### config.mk
export PLATFORM = sky130hd
export DESIGN_NAME = frame_ctrl
export DESIGN_NICKNAME = d
export VERILOG_FILES = /design/src/rtl/frame_ctrl.sv
export SDC_FILE = /design/constraint.sdc
export NUM_CORES = 1
export LEC_CHECK = 0
export ABC_AREA = 1
export BUFFER_PORTS_ARGS = -buffer_cell sky130_fd_sc_hd__buf_2
export CAP_MARGIN = 40
export CORE_ASPECT_RATIO = 1.75
export CORE_MARGIN = 2
export CORE_UTILIZATION = 55
export DETAILED_ROUTE_END_ITERATION = 6
export GPL_TIMING_DRIVEN = 0
export PLACE_DENSITY = 0.84
export SETUP_SLACK_MARGIN = 0.15
export SYNTH_ARGS = -nofsm -noshare
export SYNTH_HDL_FRONTEND = slang
export SYNTH_SLANG_ARGS = --single-unit
### constraint.sdc
create_clock -name clk -period 3 [get_ports clk]
set_input_delay 0.6 -clock clk [delete_from_list [all_inputs] [get_ports clk]]
set_output_delay 0.6 -clock clk [all_outputs]
set_load 0.02 [all_outputs]
### src/rtl/frame_ctrl.sv
// Frame-synchronous configuration controller: shadows cfg writes, commits them
// once per frame at vsync onset and advances wrapped scroll offsets and frame count.
module frame_ctrl #(
  parameter int H_ACTIVE         = 640,
  parameter int V_ACTIVE         = 480,
  parameter bit VSYNC_ACTIVE_LOW = 1'b1
) (
  input  logic        clk,
  input  logic        rst_n,
  input  logic        vsync,
  input  logic        de,
  input  logic        cfg_valid,
  input  logic [1:0]  cfg_addr,
  input  logic [7:0]  cfg_data,
  output logic        cfg_ready,
  output logic        cfg_pending,
  output logic [1:0]  mode,
  output logic [10:0] scroll_x,
  output logic [10:0] scroll_y,
  output logic [15:0] frame_cnt,
  output logic        frame_start,
  output logic        line_start
);

  typedef enum logic [1:0] {ST_INIT, ST_COMMIT, ST_RUN} state_e;

  localparam logic [1:0] ADDR_SPEED_X = 2'd0;
  localparam logic [1:0] ADDR_SPEED_Y = 2'd1;
  localparam logic [1:0] ADDR_MODE    = 2'd2;
  localparam logic [1:0] ADDR_CTRL    = 2'd3;

  state_e      state_q, state_d;
  logic        vs_act, vs_q, armed_q, vs_edge;
  logic        de_q, line_start_q, line_start_d;
  logic        accept, commit;
  logic [7:0]  sh_speed_x_q, sh_speed_x_d;
  logic [7:0]  sh_speed_y_q, sh_speed_y_d;
  logic [1:0]  sh_mode_q, sh_mode_d;
  logic [1:0]  sh_ctrl_q, sh_ctrl_d;
  logic [1:0]  mode_q, mode_d;
  logic        pending_q, pending_d;
  logic [10:0] scroll_x_q, scroll_x_d;
  logic [10:0] scroll_y_q, scroll_y_d;
  logic [15:0] frame_cnt_q, frame_cnt_d;

  // One conditional correction is enough since |speed| <= 128 < modulus.
  function automatic logic [10:0] wrap_add(input logic [10:0] pos,
                                           input logic [7:0]  spd,
                                           input int          modulus);
    logic signed [11:0] sum;
    logic signed [11:0] m;
    m   = 12'(modulus);
    sum = $signed({1'b0, pos}) + $signed({{4{spd[7]}}, spd});
    if (sum < 0)
      sum = sum + m;
    else if (sum >= m)
      sum = sum - m;
    return sum[10:0];
  endfunction

  // armed_q blocks a vsync already active at reset release from counting as an edge.
  assign vs_act  = vsync ^ VSYNC_ACTIVE_LOW;
  assign vs_edge = vs_act && !vs_q && armed_q;

  // FSM: state register
  always_ff @(posedge clk or negedge rst_n) begin
    if (!rst_n) state_q <= ST_INIT;
    else        state_q <= state_d;
  end

  // FSM: next state
  always_comb begin
    // NOTE: default assignment first so every path drives state_d and no latch is inferred.
    state_d = state_q;
    unique case (state_q)
      ST_INIT, ST_RUN: if (vs_edge) state_d = ST_COMMIT;
      ST_COMMIT:       state_d = ST_RUN;
      default:         state_d = ST_INIT;
    endcase
  end

  // FSM: outputs
  always_comb begin
    cfg_ready   = (state_q != ST_COMMIT);
    frame_start = (state_q == ST_COMMIT);
  end

  assign commit = (state_q == ST_COMMIT);
  assign accept = cfg_valid && cfg_ready;

  always_comb begin
    sh_speed_x_d = sh_speed_x_q;
    sh_speed_y_d = sh_speed_y_q;
    sh_mode_d    = sh_mode_q;
    sh_ctrl_d    = sh_ctrl_q;
    mode_d       = mode_q;
    pending_d    = pending_q;
    scroll_x_d   = scroll_x_q;
    scroll_y_d   = scroll_y_q;
    frame_cnt_d  = frame_cnt_q;
    line_start_d = de && !de_q;

    if (accept) begin
      pending_d = 1'b1;
      unique case (cfg_addr)
        ADDR_SPEED_X: sh_speed_x_d = cfg_data;
        ADDR_SPEED_Y: sh_speed_y_d = cfg_data;
        ADDR_MODE:    sh_mode_d    = cfg_data[1:0];
        ADDR_CTRL:    sh_ctrl_d    = cfg_data[1:0];
        default:      ;
      endcase
    end

    // accept and commit never coincide: cfg_ready is low during COMMIT.
    if (commit) begin
      mode_d      = sh_mode_q;
      pending_d   = 1'b0;
      frame_cnt_d = frame_cnt_q + 16'd1;
      if (sh_ctrl_q[1]) begin
        scroll_x_d   = '0;
        scroll_y_d   = '0;
        sh_ctrl_d[1] = 1'b0;
      end else if (sh_ctrl_q[0]) begin
        scroll_x_d = wrap_add(scroll_x_q, sh_speed_x_q, H_ACTIVE);
        scroll_y_d = wrap_add(scroll_y_q, sh_speed_y_q, V_ACTIVE);
      end
    end
  end

  always_ff @(posedge clk or negedge rst_n) begin
    if (!rst_n) begin
      vs_q         <= 1'b0;
      armed_q      <= 1'b0;
      de_q         <= 1'b0;
      line_start_q <= 1'b0;
      sh_speed_x_q <= '0;
      sh_speed_y_q <= '0;
      sh_mode_q    <= '0;
      sh_ctrl_q    <= '0;
      mode_q       <= '0;
      pending_q    <= 1'b0;
      scroll_x_q   <= '0;
      scroll_y_q   <= '0;
      frame_cnt_q  <= '0;
    end else begin
      // NOTE: non-blocking assignments so every register samples pre-edge values.
      vs_q         <= vs_act;
      armed_q      <= armed_q || !vs_act;
      de_q         <= de;
      line_start_q <= line_start_d;
      sh_speed_x_q <= sh_speed_x_d;
      sh_speed_y_q <= sh_speed_y_d;
      sh_mode_q    <= sh_mode_d;
      sh_ctrl_q    <= sh_ctrl_d;
      mode_q       <= mode_d;
      pending_q    <= pending_d;
      scroll_x_q   <= scroll_x_d;
      scroll_y_q   <= scroll_y_d;
      frame_cnt_q  <= frame_cnt_d;
    end
  end

  assign cfg_pending = pending_q;
  assign mode        = mode_q;
  assign scroll_x    = scroll_x_q;
  assign scroll_y    = scroll_y_q;
  assign frame_cnt   = frame_cnt_q;
  assign line_start  = line_start_q;

endmodule

# == After elaboration in Yosys (flattened, before gate mapping) ==
# Index checks and enable logic that the tools add are counted.
# op_classes
n_addsub,7
order_cmp,4
n_eq_ne,7
muxes,16
bitwise_logic,1
n_reduce_logical,17
# op_table
cell,count
$mux 11,8
$add 12x8->12,2
$lt 12x1->1 const B,2
$add 16x1->16 const B,1
$ge 12x10->1 const B,1
$ge 12x11->1 const B,1
$add 11x10->11 const B,1
$add 11x11->11 const B,1
$sub 11x10->11 const B,1
$sub 11x11->11 const B,1
$reduce_and 2->1,5
$eq 2x2->1 const B,3
$mux 2,3
$eq 2x1->1 const B,2
$logic_and 1x1->1,4
$logic_not 2->1,2
$mux 1,4
$pmux 2 s2,1
$reduce_bool 2->1,2
$logic_not 1->1,2
$ne 2x1->1 const B,1
$ne 2x2->1 const B,1
$reduce_or 2->1,1
$logic_or 1x1->1,1
$not 1->1,1
# word_totals
ff_bits,67
input_bits,15
output_inout_bits,44
elab_cells,67

# == Longest topological paths before layout ==
# logic_depth
word_depth,6
ltp_mapped,18
ltp_nobuf,18

# == Worst setup path before layout ==
# OpenSTA, ideal clock, no wires.
# synth_timing
path_kind,register to register
start,reg scroll_x_q[0] (netlist: scroll_x[0])
end,reg scroll_x_q[9] (netlist: scroll_x[9])
setup_time_ns,0.117
t_arrival_ns,2.226
setup_slack_ns,0.657
stages_incl_launch_ff,15
n_path_buf,0
period_less_slack_ns,2.343
cell_sequence,dfrtp_1 > ha_1 > fa_1 > nand3_1 > nand2_1 > nand2_1 > nand3_1 > nand2_2 > inv_1 > ha_1 > or2_1 > nand2_1 > nand2_1 > nand3_1 > nand2_1
# synth_between
elab_chain_len,6
word_cells_on_any_way,9
classes_between,3 x add/sub; 2 x order compare; 4 x mux
# synth_rtl
item,line,rtl
start: declaration,42,"logic [10:0] scroll_x_q, scroll_x_d;"
start signal: assignment,157,scroll_x_q <= scroll_x_d;
$add 12x8->12 (*),53,"sum = $signed({1'b0, pos}) + $signed({{4{spd[7]}}, spd});"
$sub 11x11->11 or $ge 12x11->1 (tied branches),"57, 56",
$mux 11,56,else if (sum >= m)
$mux 11 (*),54,if (sum < 0)
$mux 11 (*),123,end else if (sh_ctrl_q[0]) begin
$mux 11 (*),119,if (sh_ctrl_q[1]) begin
# Every way passes the cells marked *; elsewhere a longest branch is shown, timed or not. The select of a mux whose other input is x is not followed.
# A chain may end at the register's enable or synchronous reset.

# == Final worst setup path ==
# layout_timing
start,reg sh_speed_x_q[0]
end,reg scroll_x_q[9] (netlist: scroll_x[9])
# layout_between
elab_chain_len,6
word_cells_on_any_way,9
classes_between,3 x add/sub; 2 x order compare; 4 x mux
# layout_rtl
item,line,rtl
start: declaration,36,"logic [7:0] sh_speed_x_q, sh_speed_x_d;"
start signal: assignment,151,sh_speed_x_q <= sh_speed_x_d;
$add 12x8->12 (*),53,
$sub 11x11->11 or $ge 12x11->1 (tied branches),"57, 56",
$mux 11,56,
$mux 11 (*),54,
$mux 11 (*),123,
$mux 11 (*),119,
# Marked as above.

==> qor.yml <==
synth.most_common_cell: "nand2_1"
gp_congestion: 0.930
synth-edff-count: 0
die_x_um: 70.6
outcome: "complete, no violations"
path_common_cell: "nand2_1"
max-vdd-ir-drop_v: 0.000611
antenna_found_initial: 0
ctsHtreeMaxLevel: 3
seqPwrFrac: 0.285
relSlewSlack: 0.442
syn_to_final_growth_pct: 16.1
period_share: 0.814
path_class: "reg2reg"
synth_top_flop_cell: "dfrtp_1"
grt_pass1_vias: 3851
fin_crit_ns: 2.44
regToRegEndpoint: "scroll_x[9]$_DFFE_PN0P_"
crit_path_max_fanout: 5
track_usage: 0.248
yosys.area.top_type_share: 0.393
clock_latency_ns: 0.33
row_count: 42
synthCells: 541
synth_largest_area_cell: "dfrtp_1"
p_sw_frac: 0.455
cp.arrival_ns: 2.67
dp.cells: 687
crit_slowest_cell: "fa_1"
cts_root_buffer: "clkbuf_16"
fin_util: 0.655
path_clk_slew_ns: 0.06
yosysWarnings: 0
postCtsHoldBufs: 0
setup_viol: 0
wire_per_inst_um: 14.2
syn-cell-area_um2: 4270
ys_top_cells_by_area: "dfrtp_1 39%, nand2_1 14%, ha_1 7.9%, inv_1 5.9%, nand3_1 4.7%"
routed_wl_mm: 9.97
tightestPinTransition_ns: 0.837
start_util: 0.564
drv_cap: 0
grt_pass1_wl_mm: 17.0
combPwrFrac: 0.499
path_delay_family: "simple AND/OR/NAND/NOR gates"
io_buffer_count: 58
ant_nets: 0
critPathBufInv: 1
hpwlAfterDp_mm: 7.53
final_layout_size_suffix_gt1_frac: 0.200
setup_tns_ns: 0
synth.distinct_cells: 40
endpoint_kind: "flop"
final_cells: 703
grt_max_degree: 68
post_cts_buffers: 0
finalPower_uw: 4640
design.die.area_um2: 8510
syn-num-nets: 585
viasPerCell: 5.48
synth-seq-cells: 67
cpPeakStageDelay_ns: 0.46
clock-sinks: 67
hold_viol_final: 0
power_density_nw_per_um2: 936
synth_common_cells: "155 x nand2_1, 67 x dfrtp_1, 67 x inv_1"
first_iter_violations: 226
grt_overflow: 0
cts_buffers: 9
crit_path_cell_trace: "ha_1 > fa_1 > nand3_1 > nand2_1 > nand2_1 > nand3_1 > nand2_2 > inv_1 > ha_1 > or2_1 > nand2_1 > nand2_1 > nand3_1 > nand2_1"
cts_tree: "done"
drc: 0
cp.required_ns: 3.22
drv_slew: 0
startpoint_type: "flop"
placed_area_um2: 4670
drtPass1Iterations: 5
pwr-share-clk: 0.216
rsz0062_at_grt: "no"
cts_resized: 0
leakage_uw: 0.00277
synth_seq_area_share: 0.393
p_sw_uw: 2110
fin_area_um2: 4950
fin_skew_ns: 0.00686
r2r_slack_ns: 0.56
coreArea_um2: 7570
syn_area_per_cell_um2: 7.89
fillers: 630
synthArstFlopShare: 1.00
die_h_um: 121
intPower_uw: 2530
fmaxAchievable_mhz: 409
max-clock-path-buffers: 2
num_vias: 3850
antenna-diode-count: 0
nets: 654
ff2ff_path_depth: 14
r2r_start: "sh_speed_x_q[0]$_DFFE_PN0P_"
ioPinCount: 59
worstHoldPathType: "in2async"
-- kinds of logic (layout without fill, tap and decap cells) --
group,Yosys count,count (layout),share of synthesized area
AOI/OAI and AO/OA,67,67,0.0906
buffers and inverters,77,151,0.0695
DFF,67,67,0.393
and+or+nand+nor,281,281,0.317
xor gates and xnor gates,20,20,0.0411
adders and majority gates,29,29,0.0886
-- registers in the layout (all words and copies together), names as in the netlist --
name and count:
frame_cnt 16, armed_q 1, sh_mode_q 2, sh_ctrl_q 2, vs_q 1, de_q 1, line_start 1, sh_speed_y_q 8
cfg_pending 1, sh_speed_x_q 8, scroll_x 11, state_q 2, mode 2, scroll_y 11
-- worst max path at each step --
| stage | from | cells after the start | end | slack (ns) |
|---|---|---|---|---|
| finish | sh_speed_x_q[0]$_DFFE_PN0P_ | 14 | scroll_x[9]$_DFFE_PN0P_ | 0.56 |
| detailed placement | scroll_x[0]$_DFFE_PN0P_ | 14 | scroll_x[9]$_DFFE_PN0P_ | 0.57 |
| floorplan | scroll_x[0]$_DFFE_PN0P_ | 14 | scroll_x[9]$_DFFE_PN0P_ | 0.66 |
| global route | sh_speed_x_q[0]$_DFFE_PN0P_ | 14 | scroll_x[9]$_DFFE_PN0P_ | 0.36 |
| global placement | scroll_x[0]$_DFFE_PN0P_ | 14 | scroll_x[9]$_DFFE_PN0P_ | 0.61 |
| CTS | sh_speed_x_q[0]$_DFFE_PN0P_ | 14 | scroll_x[9]$_DFFE_PN0P_ | 0.56 |
-- cell usage in the layout (no fill, tap or decap), types with 2 or more instances in the layout --
| cell | n |
|---|---|
| a21oi_1 | 14 |
| a21oi_2 | 3 |
| a22o_1 | 4 |
| buf_2 | 58 |
| buf_4 | 2 |
| clkbuf_1 | 4 |
| clkbuf_16 | 9 |
| clkinvlp_4 | 2 |
| dfrtp_1 | 67 |
| fa_1 | 2 |
| ha_1 | 27 |
| inv_1 | 67 |
| inv_2 | 3 |
| inv_6 | 3 |
| nand2_1 | 155 |
| nand2_2 | 14 |
| nand2_4 | 6 |
| nand3_1 | 40 |
| nand3_2 | 3 |
| nand3_4 | 2 |
| nand3b_1 | 2 |
| nand4_1 | 11 |
| nand4_2 | 3 |
| nor2_1 | 29 |
| nor2_2 | 5 |
| nor2_4 | 3 |
| nor3_1 | 2 |
| o21ai_0 | 30 |
| o21ai_1 | 6 |
| o21bai_1 | 5 |
| or2_2 | 2 |
| xnor2_1 | 8 |
| xor2_1 | 12 |
-- layer usage --
layer  vias up  track usage  routed length [µm]
li1       1892            -                   -
met1      1786        0.262                3680
met2       141        0.456                5400
met3        31       0.0508                 564
met4         0        0.127                 323
met5         -            0                   0
-- cell type report --
cell class | count | area [µm²] | share of cell area
plain buffers | 6 | 27.5 | 0.00556
clock buffers | 10 | 239 | 0.0482
clock inverters | 6 | 46.3 | 0.00934
inverters | 71 | 269 | 0.0543
multi-input cells | 397 | 2290 | 0.463
flip-flops and latches | 67 | 1680 | 0.338
well taps | 88 | 110 | 0.0222
repair buffers | 58 | 293 | 0.0591
-- power groups by stage --
| stage | registers, µW | logic, µW | clock network [µW] |
|---|---|---|---|
| global placement | 1330 | 2200 | 0 |
| global route | 1350 | 2570 | 1060 |
| floorplan | 1470 | 1580 | 0 |
| finish | 1320 | 2310 | 1000 |
| CTS | 1320 | 2300 | 1020 |
| detailed placement | 1330 | 2280 | 0 |
-- per-stage QoR --
step | setup slack [ns] | hold slack (ns)
floorplan | 0.657 | 0.304
global placement | 0.613 | 0.381
detailed placement | 0.572 | 0.404
CTS | 0.564 | 0.389
global route | 0.365 | 0.397
finish | 0.557 | 0.375
Power figures use the tool's default switching activity.
